## src/rtl/dp_tile_sequencer.sv

```systemverilog
// dp_tile_sequencer: splits a KxN matrix-vector job into engine tiles and sequences their streams (pooling under DP_TILE_SEQ_POOL_EN).
// Latency: first mat/vec request 2 cycles after start; dp_start one cycle after the last load beat; all outputs registered.
// Backpressure: progresses only on stream beat strobes and a fresh engine done flag; abort_i drops back to IDLE at once.
module dp_tile_sequencer #(
    parameter int RRAM_DOTP_HEIGHT    = 32,
    parameter int RRAM_DOTP_WIDTH     = 32,
    parameter int RESULTS_BUFFER_SIZE = 4,
    parameter int MAT_BEAT_ELEMS      = 4,
    parameter int VEC_BEAT_ELEMS      = 1,
    parameter int RES_BEAT_ELEMS      = 1,
    parameter int DIM_W               = 16
) (
    input  logic                                   clk_i,
    input  logic                                   rst_ni,
    input  logic                                   start_i,
    input  logic                                   abort_i,
    input  logic [DIM_W-1:0]                       mat_rows_i,
    input  logic [DIM_W-1:0]                       mat_cols_i,
`ifdef DP_TILE_SEQ_POOL_EN
    input  logic                                   pool_mode_i,
`endif
    input  logic                                   mat_beat_i,
    input  logic                                   vec_beat_i,
    input  logic                                   res_beat_i,
    input  logic                                   dp_done_i,
    output logic                                   mat_req_o,
    output logic                                   vec_req_o,
    output logic [DIM_W-1:0]                       mat_len_o,
    output logic [DIM_W-1:0]                       vec_len_o,
    output logic                                   clear_o,
    output logic                                   dp_start_o,
    output logic [$clog2(RRAM_DOTP_WIDTH):0]       sub_mat_width_o,
    output logic [$clog2(RRAM_DOTP_HEIGHT):0]      sub_mat_height_o,
    output logic                                   res_to_buffer_o,
    output logic [$clog2(RESULTS_BUFFER_SIZE)-1:0] current_res_o,
    output logic                                   res_transfer_enable_o,
    output logic                                   dp_pool_sel_o,
    output logic                                   busy_o,
    output logic                                   done_o,
    output logic                                   err_o
);

    localparam int SW_W  = $clog2(RRAM_DOTP_WIDTH) + 1;
    localparam int SH_W  = $clog2(RRAM_DOTP_HEIGHT) + 1;
    localparam int CR_W  = $clog2(RESULTS_BUFFER_SIZE);
    // Wide enough for the 9*N pooling beat count.
    localparam int CNT_W = DIM_W + 4;

    typedef enum logic [3:0] {
        S_IDLE, S_CLEAR, S_LOAD, S_COMPUTE, S_WAIT_DP, S_DRAIN, S_NEXT, S_DONE, S_POOL
    } state_t;

    state_t            state_q;
    logic [DIM_W-1:0]  k_q, n_q;
    // Rows/cols not yet covered, counting the current tile; avoids r*H multiplies.
    logic [DIM_W-1:0]  rows_left, cols_left;
    logic [CNT_W-1:0]  mat_cnt, vec_cnt, res_cnt, mat_tgt, vec_tgt, res_tgt;
    logic              wait_first;

    logic              last_row, last_col, tile_go, pool_job;
    logic              mat_ok, vec_ok, res_ok;
    logic [CNT_W-1:0]  mat_cnt_nx, vec_cnt_nx, res_cnt_nx, nmat, nvec, nres, pool_mat;
    logic [DIM_W-1:0]  nrl, ncl;
    logic [SH_W-1:0]   nsh;
    logic [SW_W-1:0]   nsw;
    logic [CR_W-1:0]   slot_inc;

`ifdef DP_TILE_SEQ_POOL_EN
    logic pool_q;
    assign pool_job      = pool_q;
    assign dp_pool_sel_o = pool_q;
`else
    assign pool_job      = 1'b0;
    assign dp_pool_sel_o = 1'b0;
`endif

    function automatic logic [SH_W-1:0] clip_h(input logic [DIM_W-1:0] left);
        return (left >= DIM_W'(RRAM_DOTP_HEIGHT)) ? SH_W'(RRAM_DOTP_HEIGHT) : left[SH_W-1:0];
    endfunction

    function automatic logic [SW_W-1:0] clip_w(input logic [DIM_W-1:0] left);
        return (left >= DIM_W'(RRAM_DOTP_WIDTH)) ? SW_W'(RRAM_DOTP_WIDTH) : left[SW_W-1:0];
    endfunction

    // Beat counters, the geometry of the tile about to be loaded, and loop-exit tests.
    always_comb begin
        last_row   = rows_left <= DIM_W'(RRAM_DOTP_HEIGHT);
        last_col   = cols_left <= DIM_W'(RRAM_DOTP_WIDTH);
        mat_cnt_nx = mat_cnt + ((mat_beat_i && mat_cnt != mat_tgt) ? CNT_W'(1) : CNT_W'(0));
        vec_cnt_nx = vec_cnt + ((vec_beat_i && vec_cnt != vec_tgt) ? CNT_W'(1) : CNT_W'(0));
        res_cnt_nx = res_cnt + ((res_beat_i && res_cnt != res_tgt) ? CNT_W'(1) : CNT_W'(0));
        mat_ok     = mat_cnt_nx == mat_tgt;
        vec_ok     = vec_cnt_nx == vec_tgt;
        res_ok     = res_cnt_nx == res_tgt;
        nrl        = k_q;
        ncl        = n_q;
        if (state_q == S_NEXT) begin
            if (!last_row) begin
                nrl = rows_left - DIM_W'(RRAM_DOTP_HEIGHT);
                ncl = cols_left;
            end else begin
                ncl = cols_left - DIM_W'(RRAM_DOTP_WIDTH);
            end
        end
        nsh      = clip_h(nrl);
        nsw      = clip_w(ncl);
        nmat     = CNT_W'(nsh) * ((CNT_W'(nsw) + CNT_W'(MAT_BEAT_ELEMS - 1)) / CNT_W'(MAT_BEAT_ELEMS));
        nvec     = (CNT_W'(nsh) + CNT_W'(VEC_BEAT_ELEMS - 1)) / CNT_W'(VEC_BEAT_ELEMS);
        nres     = (CNT_W'(nsw) + CNT_W'(RES_BEAT_ELEMS - 1)) / CNT_W'(RES_BEAT_ELEMS);
        pool_mat = CNT_W'(n_q) * CNT_W'(9);
        slot_inc = (current_res_o == CR_W'(RESULTS_BUFFER_SIZE - 1)) ? '0 : current_res_o + CR_W'(1);
        tile_go  = (state_q == S_CLEAR && !pool_job) || (state_q == S_NEXT && !(last_row && last_col));
    end

    // Job FSM with registered outputs; abort overrides every transition.
    always_ff @(posedge clk_i or negedge rst_ni) begin
        if (!rst_ni) begin
            state_q <= S_IDLE;
            k_q <= '0; n_q <= '0; rows_left <= '0; cols_left <= '0;
            mat_cnt <= '0; vec_cnt <= '0; res_cnt <= '0;
            mat_tgt <= '0; vec_tgt <= '0; res_tgt <= '0;
            wait_first <= 1'b0;
            mat_req_o <= 1'b0; vec_req_o <= 1'b0; mat_len_o <= '0; vec_len_o <= '0;
            clear_o <= 1'b0; dp_start_o <= 1'b0;
            sub_mat_width_o <= '0; sub_mat_height_o <= '0;
            res_to_buffer_o <= 1'b0; current_res_o <= '0; res_transfer_enable_o <= 1'b0;
            busy_o <= 1'b0; done_o <= 1'b0; err_o <= 1'b0;
`ifdef DP_TILE_SEQ_POOL_EN
            pool_q <= 1'b0;
`endif
        end else begin
            mat_req_o  <= 1'b0;
            vec_req_o  <= 1'b0;
            mat_len_o  <= '0;
            vec_len_o  <= '0;
            clear_o    <= 1'b0;
            dp_start_o <= 1'b0;
            done_o     <= 1'b0;
            err_o      <= 1'b0;
            if (abort_i && state_q != S_IDLE) begin
                state_q               <= S_IDLE;
                clear_o               <= 1'b1;
                busy_o                <= 1'b0;
                res_transfer_enable_o <= 1'b0;
                res_to_buffer_o       <= 1'b0;
                current_res_o         <= '0;
`ifdef DP_TILE_SEQ_POOL_EN
                pool_q                <= 1'b0;
`endif
            end else begin
                case (state_q)
                    S_IDLE: if (start_i) begin
                        if (mat_rows_i != '0 && mat_cols_i != '0) begin
                            k_q             <= mat_rows_i;
                            n_q             <= mat_cols_i;
                            res_to_buffer_o <= mat_rows_i > DIM_W'(RRAM_DOTP_HEIGHT);
                            clear_o         <= 1'b1;
                            busy_o          <= 1'b1;
                            state_q         <= S_CLEAR;
`ifdef DP_TILE_SEQ_POOL_EN
                            pool_q          <= pool_mode_i;
`endif
                        end else begin
                            err_o  <= 1'b1;
                            done_o <= 1'b1;
                        end
                    end
                    S_CLEAR: begin
                        current_res_o <= '0;
`ifdef DP_TILE_SEQ_POOL_EN
                        if (pool_q) begin
                            state_q   <= S_POOL;
                            mat_req_o <= 1'b1;
                            mat_len_o <= pool_mat[DIM_W-1:0];
                            mat_tgt   <= pool_mat;
                            mat_cnt   <= '0;
                            res_tgt   <= CNT_W'(n_q);
                            res_cnt   <= '0;
                        end
`endif
                    end
                    S_LOAD: begin
                        mat_cnt <= mat_cnt_nx;
                        vec_cnt <= vec_cnt_nx;
                        if (mat_ok && vec_ok) begin
                            state_q               <= S_COMPUTE;
                            dp_start_o            <= 1'b1;
                            res_transfer_enable_o <= last_row;
                        end
                    end
                    S_COMPUTE: begin
                        state_q    <= S_WAIT_DP;
                        wait_first <= 1'b1;
                    end
                    // The first cycle is skipped: done may still be high from the previous tile.
                    S_WAIT_DP: begin
                        if (wait_first) begin
                            wait_first <= 1'b0;
                        end else if (dp_done_i) begin
                            if (last_row) begin
                                state_q <= S_DRAIN;
                                res_cnt <= '0;
                            end else begin
                                state_q <= S_NEXT;
                            end
                        end
                    end
                    S_DRAIN: begin
                        res_cnt <= res_cnt_nx;
                        if (res_ok) begin
                            state_q               <= S_NEXT;
                            res_transfer_enable_o <= 1'b0;
                        end
                    end
                    S_NEXT: begin
                        if (last_row && !last_col) begin
                            current_res_o <= slot_inc;
                        end else if (last_row && last_col) begin
                            state_q <= S_DONE;
                            done_o  <= 1'b1;
                        end
                    end
                    S_DONE: begin
                        state_q         <= S_IDLE;
                        busy_o          <= 1'b0;
                        res_to_buffer_o <= 1'b0;
                        current_res_o   <= '0;
`ifdef DP_TILE_SEQ_POOL_EN
                        pool_q          <= 1'b0;
`endif
                    end
`ifdef DP_TILE_SEQ_POOL_EN
                    S_POOL: begin
                        mat_cnt <= mat_cnt_nx;
                        res_cnt <= res_cnt_nx;
                        if (mat_ok && res_ok) begin
                            state_q <= S_DONE;
                            done_o  <= 1'b1;
                        end
                    end
`endif
                    default: state_q <= S_IDLE;
                endcase
                // Entry into LOAD for the next tile, from CLEAR or NEXT.
                if (tile_go) begin
                    state_q          <= S_LOAD;
                    rows_left        <= nrl;
                    cols_left        <= ncl;
                    sub_mat_height_o <= nsh;
                    sub_mat_width_o  <= nsw;
                    mat_req_o        <= 1'b1;
                    vec_req_o        <= 1'b1;
                    mat_len_o        <= nmat[DIM_W-1:0];
                    vec_len_o        <= nvec[DIM_W-1:0];
                    mat_tgt          <= nmat;
                    vec_tgt          <= nvec;
                    res_tgt          <= nres;
                    mat_cnt          <= '0;
                    vec_cnt          <= '0;
                end
            end
        end
    end

endmodule

```

## config.mk

```make
export PLATFORM = sky130hd
export DESIGN_NAME = dp_tile_sequencer
export DESIGN_NICKNAME = d
export VERILOG_FILES = /design/src/rtl/dp_tile_sequencer.sv
export SDC_FILE = /design/constraint.sdc
export NUM_CORES = 1
export LEC_CHECK = 0
export ABC_CLOCK_PERIOD_IN_PS = 12200
export CORE_AREA = 2 2 135 137
export CTS_CLUSTER_DIAMETER = 100
export CTS_CLUSTER_SIZE = 25
export DETAILED_ROUTE_END_ITERATION = 7
export DIE_AREA = 0 0 137 139
export PLACE_DENSITY = 0.89
export SYNTH_ARGS = -nofsm -noshare
export SYNTH_HDL_FRONTEND = slang
export SYNTH_SLANG_ARGS = --single-unit
```

## constraint.sdc

```tcl
create_clock -name clk_i -period 12.2 [get_ports clk_i]
set_clock_uncertainty 0.15 [all_clocks]
set_input_delay 2.44 -clock clk_i [delete_from_list [all_inputs] [get_ports clk_i]]
set_output_delay 2.44 -clock clk_i [all_outputs]
set_load 0.01 [all_outputs]
```

==> flow_summary.json <==
{
  "critical_path.max_stage_delay_ns": 0.54,
  "synth_edf_count": 0,
  "drc_errors": 0,
  "arrival_ns": 7.24,
  "worstPathCellList": "inv_1 > ha_1 > or4b_1 > or4_1 > or3_1 > xnor2_1 > nor4_1 > a22oi_1 > or2_2 > or2_2 > fa_1 > fa_1 > fa_1 > inv_1 > ha_1 > a21o_1 > a21oi_1 > o21bai_1 > a21oi_1 > o21ai_0 > xnor2_1 > nor2_1 > a21o_1",
  "hold_path_class": "flip-flop to flip-flop",
  "syn_area_per_cell_sq_um": 8.876,
  "via_count": 9974,
  "wl_met2_um": 14450,
  "die_w_um": 137,
  "drt_iter0_markers": 1210,
  "antenna_left": 0,
  "synthesis.area_sq_um": 11100,
  "synth-xor-area-share_pct": 5.048,
  "pin_count": 96,
  "firstDrtPassIters": 5,
  "fin_crit_ns": 7.044,
  "postCtsSetupRepairBufs": 0,
  "drv_cap": 0,
  "tritoncts": "done",
  "yosysTopAreaCell": "dfrtp_1",
  "antenna_found_initial": 0,
  "crit_path_start_kind": "flip-flop",
  "yosys.area_share.simple_pct": 20.65,
  "grt_usage_pct": 30.92,
  "slowest_stage": "fa_1",
  "path_clk_slew_ns": 0.07,
  "slew_violations": 0,
  "dp_hpwl_um": 19730,
  "multi_input_area_sq_um": 6173,
  "cts-root-buf": "clkbuf_16",
  "syn2layout_area_growth_pct": 12.44,
  "rsz0062_at_grt": "no",
  "h-tree-depth": 4,
  "portBuffers": 79,
  "core_area_sq_um": 17660,
  "yosysSeqAreaShare_pct": 40.11,
  "synth-adder-area-share_pct": 5.318,
  "start_util_pct": 62.89,
  "register_area_sq_um": 4454,
  "grt_first_pass_wirelength_um": 47310,
  "antenna_cells": 0,
  "layout-drive-gt1-share_pct": 8.558,
  "dr.max_layer_used": "met4",
  "chipHeight_um": 139,
  "grt_max_degree": 111,
  "async_flop_share_pct": 100.0,
  "cts.sinks": 178,
  "worstMarginPinSlew_ns": 1.026,
  "yosysWarningCount": 0,
  "yosysUniqueCellTypes": 74,
  "critPathRequiredTime_ns": 12.39,
  "tns_ns": 0,
  "grt-ovfl-total": 0,
  "worstSetupEndpointType": "flip-flop",
  "p_leak_nw": 5.306,
  "utilization_pct": 70.71,
  "synthFlopType": "dfrtp_1",
  "clockBufferDepth": 2,
  "yosys-mux-area-fraction_pct": 5.814,
  "synth.area.top_cells": "dfrtp_1 40%, o21ai_0 5.8%, mux2_2 4.5%, nand2_1 3.8%, nor2_1 3.7%",
  "cts_resized": 0,
  "ir_drop_uv": 127.1,
  "grt_pass1_vias": 9511,
  "syn_inst": 1251,
  "slew-limit-headroom_pct": 30.99,
  "wl_per_cell_um": 18.81,
  "clk_latency_ns": 0.45,
  "synth_top_area_share_pct": 40.11,
  "worstPathMaxFanout": 7,
  "rows": 49,
  "finalCritPeriodShare_pct": 57.74,
  "finalHoldViolations": 0,
  "cts_made_buffers": 17,
  "fmax_ghz": 0.1420,
  "critPathKind": "flip-flop to flip-flop",
  "avgViaCountPerCell": 6.536,
  "synth_compound_area_share_pct": 17.99,
  "cts_hold_buffers": 0,
  "p_per_area_nw_per_um2": 169.9,
  "synth_top_family_by_area": "simple AND/OR/NAND/NOR gates",
  "setup_violations": 0,
  "final_nets": 1364,
  "n_fill_cell": 1287,
  "gp_congestion": 0.9049,
  "status": "finished, final reports clean",
  "m1WireLength_um": 11650,
  "crit_top_cell": "fa_1",
  "dr_wl_met3_um": 1714,
  "die_area_sq_um": 19040,
  "drt-total-wl_um": 28700,
  "synth-seq-cells": 178
}
-- worst paths after layout --
check                                              start                       to  slack (ns)  cells after the start
max in group asynchronous                         rst_ni          err_o$_DFF_PN0_        8.43                      2
worst max-delay path            rows_left[5]$_DFFE_PN0P_  mat_tgt[10]$_DFFE_PN0P_        5.16                     23
worst min-delay path              mat_tgt[6]$_DFFE_PN0P_   mat_tgt[6]$_DFFE_PN0P_        0.37                      1
min in group asynchronous                         rst_ni   vec_len_o[3]$_DFF_PN0_        1.96                      1
worst min register to register    mat_tgt[6]$_DFFE_PN0P_   mat_tgt[6]$_DFFE_PN0P_        0.37                      1
worst max register to register  rows_left[5]$_DFFE_PN0P_  mat_tgt[10]$_DFFE_PN0P_        5.16                     23
-- cell families after synthesis --
logic type,Yosys count
AOI/OAI and AO/OA,322
xor gates and xnor gates,64
adders and majority gates,40
buffers and inverters,128
DFF,178
muxes,59
other,2
and+or+nand+nor,458
-- area by class of cell --
cell class	instances	area share [%]
Multi-Input combinational cell	965	49.44
Clock inverter	14	1.132
Tap cell	229	2.295
Sequential cell	178	35.67
Timing Repair Buffer	89	6.945
Inverter	33	0.9921
Clock buffer	18	3.517
-- critical path: cells and delay by family, from the launching register on --
| family | cells | cell delay, ns |
|---|---|---|
| buffers and inverters | 2 | 0.17 |
| adders and majority gates | 5 | 2.12 |
| and+or+nand+nor | 7 | 2.42 |
| xor gates and xnor gates | 2 | 0.30 |
| DFF | 1 | 0.45 |
| AOI/OAI and AO/OA | 7 | 1.33 |
-- synthesized netlist by cell type, drive strengths merged, types with 16 or more instances --
master  number
o21ai      133
nand4       39
clkbuf      66
nor3        27
xnor2       40
nand2      112
dfrtp      178
nand3       47
nor2       110
a21o        16
ha          28
o31ai       19
inv         33
nor4        35
mux2        44
buf         29
a21oi       61
a31oi       17
xor2        24
-- report_power, final --
| part | internal, W | total [W] | switching, W |
|---|---|---|---|
| clock network | 0.000294 | 0.000552 | 0.000259 |
| registers | 0.000731 | 0.000908 | 0.000177 |
| logic | 0.000299 | 0.000661 | 0.000362 |
-- per-layer routing --
| layer | global-route usage (%) | vias to the layer above |
|---|---|---|
| li1 | - | 4594 |
| met1 | 40.50 | 4861 |
| met2 | 51.11 | 435 |
| met3 | 5.373 | 84 |
| met4 | 11.88 | 0 |
| met5 | 0 | - |
-- metrics by stage --
stage / hold slack, ns / power, W / std cells / setup WS (ns) / area (sq um)
2_1_floorplan: 0.3189 / 0.001329 / 1271 / 5.874 / 11180
3_3_place_gp: 0.3414 / 0.001514 / 1494 / 5.558 / 11910
3_5_place_dp: 0.3520 / 0.001552 / 1494 / 5.330 / 11910
4_1_cts: 0.3668 / 0.002110 / 1526 / 5.248 / 12490
5_1_grt: 0.3823 / 0.002223 / 1526 / 4.887 / 12490
6_report: 0.3658 / 0.002122 / 1526 / 5.156 / 12490
-- flip-flops by register name (all words and copies together), names as in the netlist, 6 cells and up --
signal / cells
k_q: 16
mat_len_o: 11
rows_left: 16
mat_cnt: 20
vec_tgt: 6
res_cnt: 20
vec_len_o: 6
mat_tgt: 11
res_tgt: 6
cols_left: 16
n_q: 16
vec_cnt: 20
-- cell usage in the layout (no fill, tap or decap), drive strengths merged, types with 16 or more instances in the layout --
cell type	instances
nor4	35
nand4	39
o21ai	133
inv	41
mux2	44
clkbuf	18
nand3	47
a21o	16
clkdlybuf4s50	78
dfrtp	178
xnor2	40
conb	22
nand2	112
o31ai	19
xor2	24
a31oi	17
nor2	110
nor3	27
ha	28
a21oi	61
Note: power is estimated with default switching activity, not from simulation.
